`src/rtl/rv_ctrl_pkg.sv`:
```
// -----------------------------------------------------------------------------
// rv_ctrl_pkg
// Shared definitions for the execute-side control pipeline:
//   - control-word layout {ImmSel[10:8], RegWEn[7], ALUSel[6:3], MemRW[2], WBSel[1:0]}
//   - write-back select encodings
//   - operand-select and store-data-select codes
//   - the all-zero bubble control word
// -----------------------------------------------------------------------------
package rv_ctrl_pkg;

   localparam int RV_CTRL_W = 11;
   localparam int RV_RA_W   = 5;

   // Control-word field positions
   localparam int IMMSEL_HI  = 10;
   localparam int IMMSEL_LO  = 8;
   localparam int REGWEN_BIT = 7;
   localparam int ALUSEL_HI  = 6;
   localparam int ALUSEL_LO  = 3;
   localparam int MEMRW_BIT  = 2;
   localparam int WBSEL_HI   = 1;
   localparam int WBSEL_LO   = 0;

   typedef enum logic [1:0] {
      WB_MEM = 2'b00,
      WB_ALU = 2'b01,
      WB_PC4 = 2'b10
   } wbsel_e;

   // Operand select: OP_ALT means PC for operand A, immediate for operand B
   typedef enum logic [1:0] {
      OP_REG       = 2'b00,
      OP_ALT       = 2'b01,
      OP_FWD_EXMEM = 2'b10,
      OP_FWD_MEMWB = 2'b11
   } op_sel_e;

   typedef enum logic [1:0] {
      SW_RS2       = 2'd0,
      SW_FWD_EXMEM = 2'd1,
      SW_FWD_MEMWB = 2'd2
   } sw_sel_e;

   // A bubble carries no write, no store and zero select fields
   localparam logic [RV_CTRL_W-1:0] BUBBLE = '0;

   // Store data uses a compact encoding of the same forwarding decision
   function automatic logic [1:0] sw_sel_from_fwd(input logic [1:0] fwd);
      logic [1:0] sel;
      case (fwd)
         OP_FWD_EXMEM: sel = SW_FWD_EXMEM;
         OP_FWD_MEMWB: sel = SW_FWD_MEMWB;
         default:      sel = SW_RS2;
      endcase
      return sel;
   endfunction

endpackage

```
`src/rtl/fwd_cmp.sv`:
```
// -----------------------------------------------------------------------------
// fwd_cmp
// Compares one source register of the ID-stage instruction against the
// destinations of the instructions currently in EX and MEM and returns the
// operand forwarding code it will need once it reaches EX.
//   rs, use_rs     : source register and whether the instruction reads it
//   ex_wr, ex_rd   : EX-stage instruction writes the register file / its rd
//   mem_wr, mem_rd : MEM-stage instruction writes the register file / its rd
//   code           : OP_FWD_EXMEM, OP_FWD_MEMWB or OP_REG
// -----------------------------------------------------------------------------
module fwd_cmp
   import rv_ctrl_pkg::*;
#(
   parameter int RA_W = RV_RA_W
) (
   input  logic [RA_W-1:0] rs,
   input  logic            use_rs,
   input  logic            ex_wr,
   input  logic [RA_W-1:0] ex_rd,
   input  logic            mem_wr,
   input  logic [RA_W-1:0] mem_rd,
   output logic [1:0]      code
);

   logic live;

   // x0 is hard-wired, so a reader of x0 never forwards
   assign live = use_rs & (rs != '0);

   // The EX-stage instruction is younger than the MEM-stage one, so it wins
   always_comb begin
      // NOTE: assign a default before any branch so no path leaves code unassigned (no latch).
      code = OP_REG;
      if (live && ex_wr && (ex_rd == rs)) begin
         code = OP_FWD_EXMEM;
      end else if (live && mem_wr && (mem_rd == rs)) begin
         code = OP_FWD_MEMWB;
      end
   end

endmodule

```
`src/rtl/ctrl_pipe.sv`:
```
// -----------------------------------------------------------------------------
// ctrl_pipe
// Carries the decoded control word and rd through ID/EX, EX/MEM and MEM/WB,
// registers forwarding selects for EX, detects load-use hazards and squashes
// the ID instruction on a taken branch.
// Inputs : clk, rst (async, active high), id_valid, id_ctrl, id_rd, id_rs1,
//          id_rs2, id_use_rs1, id_use_rs2, id_pc_a, id_imm_b, ex_br_taken
// Outputs: stall, flush (combinational); ex_alusel, ex_opa, ex_opb, ex_sw_sel
//          (EX); mem_memrw (MEM); wb_regwen, wb_wbsel, wb_rd (WB)
// -----------------------------------------------------------------------------
module ctrl_pipe
   import rv_ctrl_pkg::*;
#(
   parameter int CTRL_W = RV_CTRL_W,
   parameter int RA_W   = RV_RA_W
) (
   input  logic              clk,
   input  logic              rst,
   input  logic              id_valid,
   input  logic [CTRL_W-1:0] id_ctrl,
   input  logic [RA_W-1:0]   id_rd,
   input  logic [RA_W-1:0]   id_rs1,
   input  logic [RA_W-1:0]   id_rs2,
   input  logic              id_use_rs1,
   input  logic              id_use_rs2,
   input  logic              id_pc_a,
   input  logic              id_imm_b,
   input  logic              ex_br_taken,
   output logic              stall,
   output logic              flush,
   output logic [3:0]        ex_alusel,
   output logic [1:0]        ex_opa,
   output logic [1:0]        ex_opb,
   output logic [1:0]        ex_sw_sel,
   output logic              mem_memrw,
   output logic              wb_regwen,
   output logic [1:0]        wb_wbsel,
   output logic [RA_W-1:0]   wb_rd
);

   // ID/EX register
   logic            ex_valid_q,  ex_valid_d;
   logic            ex_regwen_q, ex_regwen_d;
   logic [3:0]      ex_alusel_q, ex_alusel_d;
   logic            ex_memrw_q,  ex_memrw_d;
   logic [1:0]      ex_wbsel_q,  ex_wbsel_d;
   logic [RA_W-1:0] ex_rd_q,     ex_rd_d;
   logic [1:0]      ex_opa_q,    ex_opa_d;
   logic [1:0]      ex_opb_q,    ex_opb_d;
   logic [1:0]      ex_sw_sel_q, ex_sw_sel_d;

   // EX/MEM register
   logic            mem_valid_q,  mem_valid_d;
   logic            mem_regwen_q, mem_regwen_d;
   logic            mem_memrw_q,  mem_memrw_d;
   logic [1:0]      mem_wbsel_q,  mem_wbsel_d;
   logic [RA_W-1:0] mem_rd_q,     mem_rd_d;

   // MEM/WB register
   logic            wb_regwen_q, wb_regwen_d;
   logic [1:0]      wb_wbsel_q,  wb_wbsel_d;
   logic [RA_W-1:0] wb_rd_q,     wb_rd_d;

   logic [1:0]        rs1_fwd;
   logic [1:0]        rs2_fwd;
   logic              ex_wr;
   logic              mem_wr;
   logic              ex_is_load;
   logic              load_use;
   logic              kill;
   logic [CTRL_W-1:0] id_word;
   logic              unused_immsel;

   // ImmSel is consumed by the immediate generator, not by this block
   assign unused_immsel = ^id_ctrl[IMMSEL_HI:IMMSEL_LO];

   assign ex_wr  = ex_valid_q & ex_regwen_q;
   assign mem_wr = mem_valid_q & mem_regwen_q;

   fwd_cmp #(.RA_W(RA_W)) u_fwd_rs1 (
      .rs     (id_rs1),
      .use_rs (id_use_rs1),
      .ex_wr  (ex_wr),
      .ex_rd  (ex_rd_q),
      .mem_wr (mem_wr),
      .mem_rd (mem_rd_q),
      .code   (rs1_fwd)
   );

   fwd_cmp #(.RA_W(RA_W)) u_fwd_rs2 (
      .rs     (id_rs2),
      .use_rs (id_use_rs2),
      .ex_wr  (ex_wr),
      .ex_rd  (ex_rd_q),
      .mem_wr (mem_wr),
      .mem_rd (mem_rd_q),
      .code   (rs2_fwd)
   );

   // A load's data is not available at EX/MEM, so an EX-distance match on a
   // load cannot forward and the dependent must wait one cycle.
   assign ex_is_load = ex_wr & (ex_wbsel_q == WB_MEM) & ~ex_memrw_q;
   assign load_use   = id_valid & ex_is_load &
                       ((rs1_fwd == OP_FWD_EXMEM) | (rs2_fwd == OP_FWD_EXMEM));

   // A taken branch squashes the dependent, so there is nothing to stall for
   assign stall = load_use & ~ex_br_taken & ~rst;
   assign flush = ex_br_taken & ~rst;

   // Anything that must not enter EX becomes a bubble
   assign kill    = ~id_valid | load_use | ex_br_taken;
   assign id_word = kill ? BUBBLE : id_ctrl;

   always_comb begin
      ex_valid_d  = ~kill;
      ex_regwen_d = id_word[REGWEN_BIT];
      ex_alusel_d = id_word[ALUSEL_HI:ALUSEL_LO];
      ex_memrw_d  = id_word[MEMRW_BIT];
      ex_wbsel_d  = id_word[WBSEL_HI:WBSEL_LO];
      ex_rd_d     = '0;
      ex_opa_d    = OP_REG;
      ex_opb_d    = OP_REG;
      ex_sw_sel_d = SW_RS2;
      if (!kill) begin
         ex_rd_d  = id_rd;
         ex_opa_d = id_pc_a  ? OP_ALT : rs1_fwd;
         ex_opb_d = id_imm_b ? OP_ALT : rs2_fwd;
         // Stores take the immediate on operand B; rs2 is the store data
         if (id_ctrl[MEMRW_BIT]) begin
            ex_sw_sel_d = sw_sel_from_fwd(rs2_fwd);
         end
      end

      mem_valid_d  = ex_valid_q;
      mem_regwen_d = ex_regwen_q;
      mem_memrw_d  = ex_memrw_q;
      mem_wbsel_d  = ex_wbsel_q;
      mem_rd_d     = ex_rd_q;

      wb_regwen_d  = mem_regwen_q;
      wb_wbsel_d   = mem_wbsel_q;
      wb_rd_d      = mem_rd_q;
   end

   // NOTE: non-blocking assignments so every stage samples its predecessor's old value on the same edge.
   always_ff @(posedge clk or posedge rst) begin
      if (rst) begin
         ex_valid_q   <= 1'b0;
         ex_regwen_q  <= 1'b0;
         ex_alusel_q  <= '0;
         ex_memrw_q   <= 1'b0;
         ex_wbsel_q   <= '0;
         ex_rd_q      <= '0;
         ex_opa_q     <= '0;
         ex_opb_q     <= '0;
         ex_sw_sel_q  <= '0;
         mem_valid_q  <= 1'b0;
         mem_regwen_q <= 1'b0;
         mem_memrw_q  <= 1'b0;
         mem_wbsel_q  <= '0;
         mem_rd_q     <= '0;
         wb_regwen_q  <= 1'b0;
         wb_wbsel_q   <= '0;
         wb_rd_q      <= '0;
      end else begin
         ex_valid_q   <= ex_valid_d;
         ex_regwen_q  <= ex_regwen_d;
         ex_alusel_q  <= ex_alusel_d;
         ex_memrw_q   <= ex_memrw_d;
         ex_wbsel_q   <= ex_wbsel_d;
         ex_rd_q      <= ex_rd_d;
         ex_opa_q     <= ex_opa_d;
         ex_opb_q     <= ex_opb_d;
         ex_sw_sel_q  <= ex_sw_sel_d;
         mem_valid_q  <= mem_valid_d;
         mem_regwen_q <= mem_regwen_d;
         mem_memrw_q  <= mem_memrw_d;
         mem_wbsel_q  <= mem_wbsel_d;
         mem_rd_q     <= mem_rd_d;
         wb_regwen_q  <= wb_regwen_d;
         wb_wbsel_q   <= wb_wbsel_d;
         wb_rd_q      <= wb_rd_d;
      end
   end

   assign ex_alusel = ex_alusel_q;
   assign ex_opa    = ex_opa_q;
   assign ex_opb    = ex_opb_q;
   assign ex_sw_sel = ex_sw_sel_q;
   assign mem_memrw = mem_memrw_q;
   assign wb_regwen = wb_regwen_q;
   assign wb_wbsel  = wb_wbsel_q;
   assign wb_rd     = wb_rd_q;

endmodule

```
`config.mk`:
```
export PLATFORM = sky130hd
export DESIGN_NAME = ctrl_pipe
export DESIGN_NICKNAME = d
export VERILOG_FILES = /design/src/rtl/rv_ctrl_pkg.sv /design/src/rtl/fwd_cmp.sv /design/src/rtl/ctrl_pipe.sv
export SDC_FILE = /design/constraint.sdc
export NUM_CORES = 1
export LEC_CHECK = 0
export BUFFER_PORTS_ARGS = -buffer_cell sky130_fd_sc_hd__buf_2
export CAP_MARGIN = 40
export CORE_UTILIZATION = 47
export CTS_BUF_LIST = sky130_fd_sc_hd__clkbuf_4 sky130_fd_sc_hd__clkbuf_8 sky130_fd_sc_hd__clkbuf_16
export CTS_CLUSTER_SIZE = 20
export DETAILED_ROUTE_END_ITERATION = 8
export GPL_ROUTABILITY_DRIVEN = 0
export PLACE_DENSITY_LB_ADDON = 0.3
export REMOVE_ABC_BUFFERS = 1
export SYNTH_ARGS = -nofsm -noshare
export SYNTH_HDL_FRONTEND = slang
export SYNTH_SLANG_ARGS = --single-unit
```
`constraint.sdc`:
```
create_clock -name clk -period 2.5 [get_ports clk]
set_input_delay 0.5 -clock clk [delete_from_list [all_inputs] [get_ports clk]]
set_output_delay 0.5 -clock clk [all_outputs]
set_load 0.01 [all_outputs]
```
==> impl_metrics.ini <==
[critical_path]
startpoint_type = primary input
cp.arrival_ns = 1.92
crit_buf_inv = 2
endpoint_kind = primary output
cp.required_ns = 2.00
r2r_end = ex_rd_q[2]
crit_path_max_fanout = 4
cp_slowest_cell = or4_1
r2r_slack_ns = 0.77
slowest_delay_ns = 0.54
cp.depth = 7
timing.critical_path.mode_cell = buf_2
reg2regPathDepth = 5
r2r-start = ex_valid_q
path_cells = buf_2 -> or4_1 -> o21ai_2 -> nor4_4 -> o21a_1 -> nor3b_2 -> buf_2
critPathKind = in -> out
crit_family = simple AND/OR/NAND/NOR gates

[die]
boundaryPins = 55
coreArea_sq_mm = 0.003053
die_w_um = 58.71
start_util_pct = 49.51
fp-row-count = 20
dieArea_sq_mm = 0.003447
die_h_um = 58.71

[sta]
relSlewSlack_pct = 43.57
tightest_slew_ns = 0.8464
tns_ns = 0
worst_clock_skew_ns = 0.005438
fmax_mhz = 413.4
finalMaxSlewViolations = 0
rsz0062_at_grt = false
period_minus_slack_ns = 2.419
final.period_utilization_pct = 96.76
hold_viol = 0
finalSetupViolations = 0

[logic_synthesis]
synth_compound_gate_area_share_pct = 3.560
yosysUniqueCellTypes = 26
yosys_warnings = 0
synthAdderAreaFrac_pct = 0
ys_ff_latch = 38
yosysMostFrequentCell = dfrtp_1
synthArstFlopShare_pct = 100.0
muxShareOfSynthArea_pct = 0
synth_enable_flop_cells = 0
syn_avg_cell_area_sq_um = 13.62
yosysSeqAreaShare_pct = 62.91
synthSimpleGateAreaFrac_pct = 18.96
synth_cells = 111
synth-xor-area-share_pct = 11.59
ys.flop_type = dfrtp_1
synth_top_area_share_pct = 62.91
synth_top_family_by_area = simple AND/OR/NAND/NOR gates
netlist_top_cells_count = dfrtp_1, xnor2_1, nor3b_1
synth_top_cell_by_area = dfrtp_1
netlist_area_sq_mm = 0.001511
synth_top_cells_by_area = dfrtp_1, xnor2_1, nor3b_2

[routing]
vias = 1054
first_pass_iters = 4
route.antenna.remaining_nets = 0
routedWlPerCell_um = 13.80
viasPerCell = 5.019
drt-total-wl_um = 2897
route.detailed.drc = 0
drt_iter0_drc = 23

[global_routing]
overflow = 0
grt_max_degree = 39
antenna_found_initial = 0
track_usage_pct = 19.34
grt_pass1_wl_um = 4747
grt_pass1_vias = 1121

[clock_network]
post_cts_buffers = 0
clkTransAtPathRegs_ns = 0.10
cts_sinks = 38
cts_max_level = 2
cts_tree = done
clock_latency_ns = 0.33
cts_root_buffer = clkbuf_4
numCtsBuffers = 5
cts_max_path_buffers = 2

[placed_design]
place_area_sq_mm = 0.001803
dp_cells = 204
port_buffers = 51
dp_hpwl_um = 2191

[power_and_ir_drop]
powerDensity_mw_per_mm2 = 564.0
ir_worst_vdd_uv = 370.8
p_total_mw = 1.063
p_leak_nw = 0.9178

[finish]
area_delta_synth_final_pct = 24.67
drive_gt1_share_pct = 43.98
final_util_pct = 61.72
diodes = 0
nNetsFinal = 201
final_cells = 210
final_area_sq_mm = 0.001884

[status]
status = completed

[worst_hold_path]
hold_path_class = in -> async

[run]
maxCapViolCount = 0
==> sequential cells by signal (all words and copies together) (netlist names), 4 cells and up <==
name       flops
ex_alusel      4
ex_rd_q        5
mem_rd_q       5
wb_rd          5
==> cells in the final DEF (no fill, tap or decap), types with 2 or more instances in the layout <==
master,count
buf_2,51
dfrtp_1,38
xnor2_1,16
nor3b_2,7
nor3b_1,6
clkbuf_4,5
nand4_1,4
xor2_1,4
nand2_1,3
nand2b_1,3
nor4_1,3
inv_1,3
a211oi_1,3
o21ai_2,2
or4_1,2
nor2_1,2
o21ai_0,2
nor3_2,2
buf_4,2
==> logic make-up after synthesis <==
| kind of cell | after synthesis |
|---|---|
| xor+xnor | 20 |
| flops | 38 |
| compound gates | 8 |
| buf+inv | 7 |
| simple gates | 38 |
==> metal layers <==
| layer | up-vias | share of wire (%) | global-route usage [%] |
|---|---|---|---|
| li1 | 494 | - | - |
| met1 | 510 | 38 | 20.94 |
| met2 | 44 | 53 | 31.69 |
| met3 | 6 | 7.5 | 8.132 |
| met4 | 0 | 1.4 | 11.56 |
| met5 | - | 0 | 0 |
==> layout make-up <==
cell class / instances / area (sq um)
Sequential cell: 38 / 950.9
Clock buffer: 6 / 51.30
Inverter: 3 / 11.26
Timing Repair Buffer: 53 / 270.3
Tap cell: 44 / 55.05
Fill cell: 262 / 1169
Multi-Input combinational cell: 66 / 545.5
==> timing repair <==
action | CTS | global route
hold buffers | 0 | 0
gates resized for setup | 1 | 4
endpoints found under the setup margin | 1 | 1
pin swaps | 0 | 4
cloned | 0 | 0
==> worst max path at each step <==
stage / slack, ns / startpoint / endpoint
4_1_cts: 0.006 / ex_rd_q[4] / stall
3_3_place_gp: 0.1 / id_rs1[1] / stall
3_5_place_dp: 0.07 / id_rs1[4] / stall
2_1_floorplan: -0.04 / id_rs1[1] / stall
5_1_grt: 0.009 / ex_rd_q[4] / stall
6_report: 0.08 / id_rs1[0] / stall
==> tightest hold or removal path: stages <==
cell	delay, ns
buf_2	0.11
inv_1	0.05
buf_4	0.40
==> where the power goes <==
group,total [mW],internal (mW),leakage [nW],switching [mW]
logic,0.113,0.0534,0.375,0.0601
registers,0.648,0.635,0.512,0.0124
clock network,0.302,0.127,0.0302,0.175
total,1.06,0.815,0.918,0.247
==> through the flow <==
step | setup WS (ns) | hold WS (ns)
floorplan | -0.03817 | 0.3312
global placement | 0.09700 | 0.3352
detailed placement | 0.06512 | 0.3365
CTS | 0.006443 | 0.2762
global route | 0.008631 | 0.3304
finish | 0.08105 | 0.2810
No activity file was read; power rests on OpenSTA's default activity.
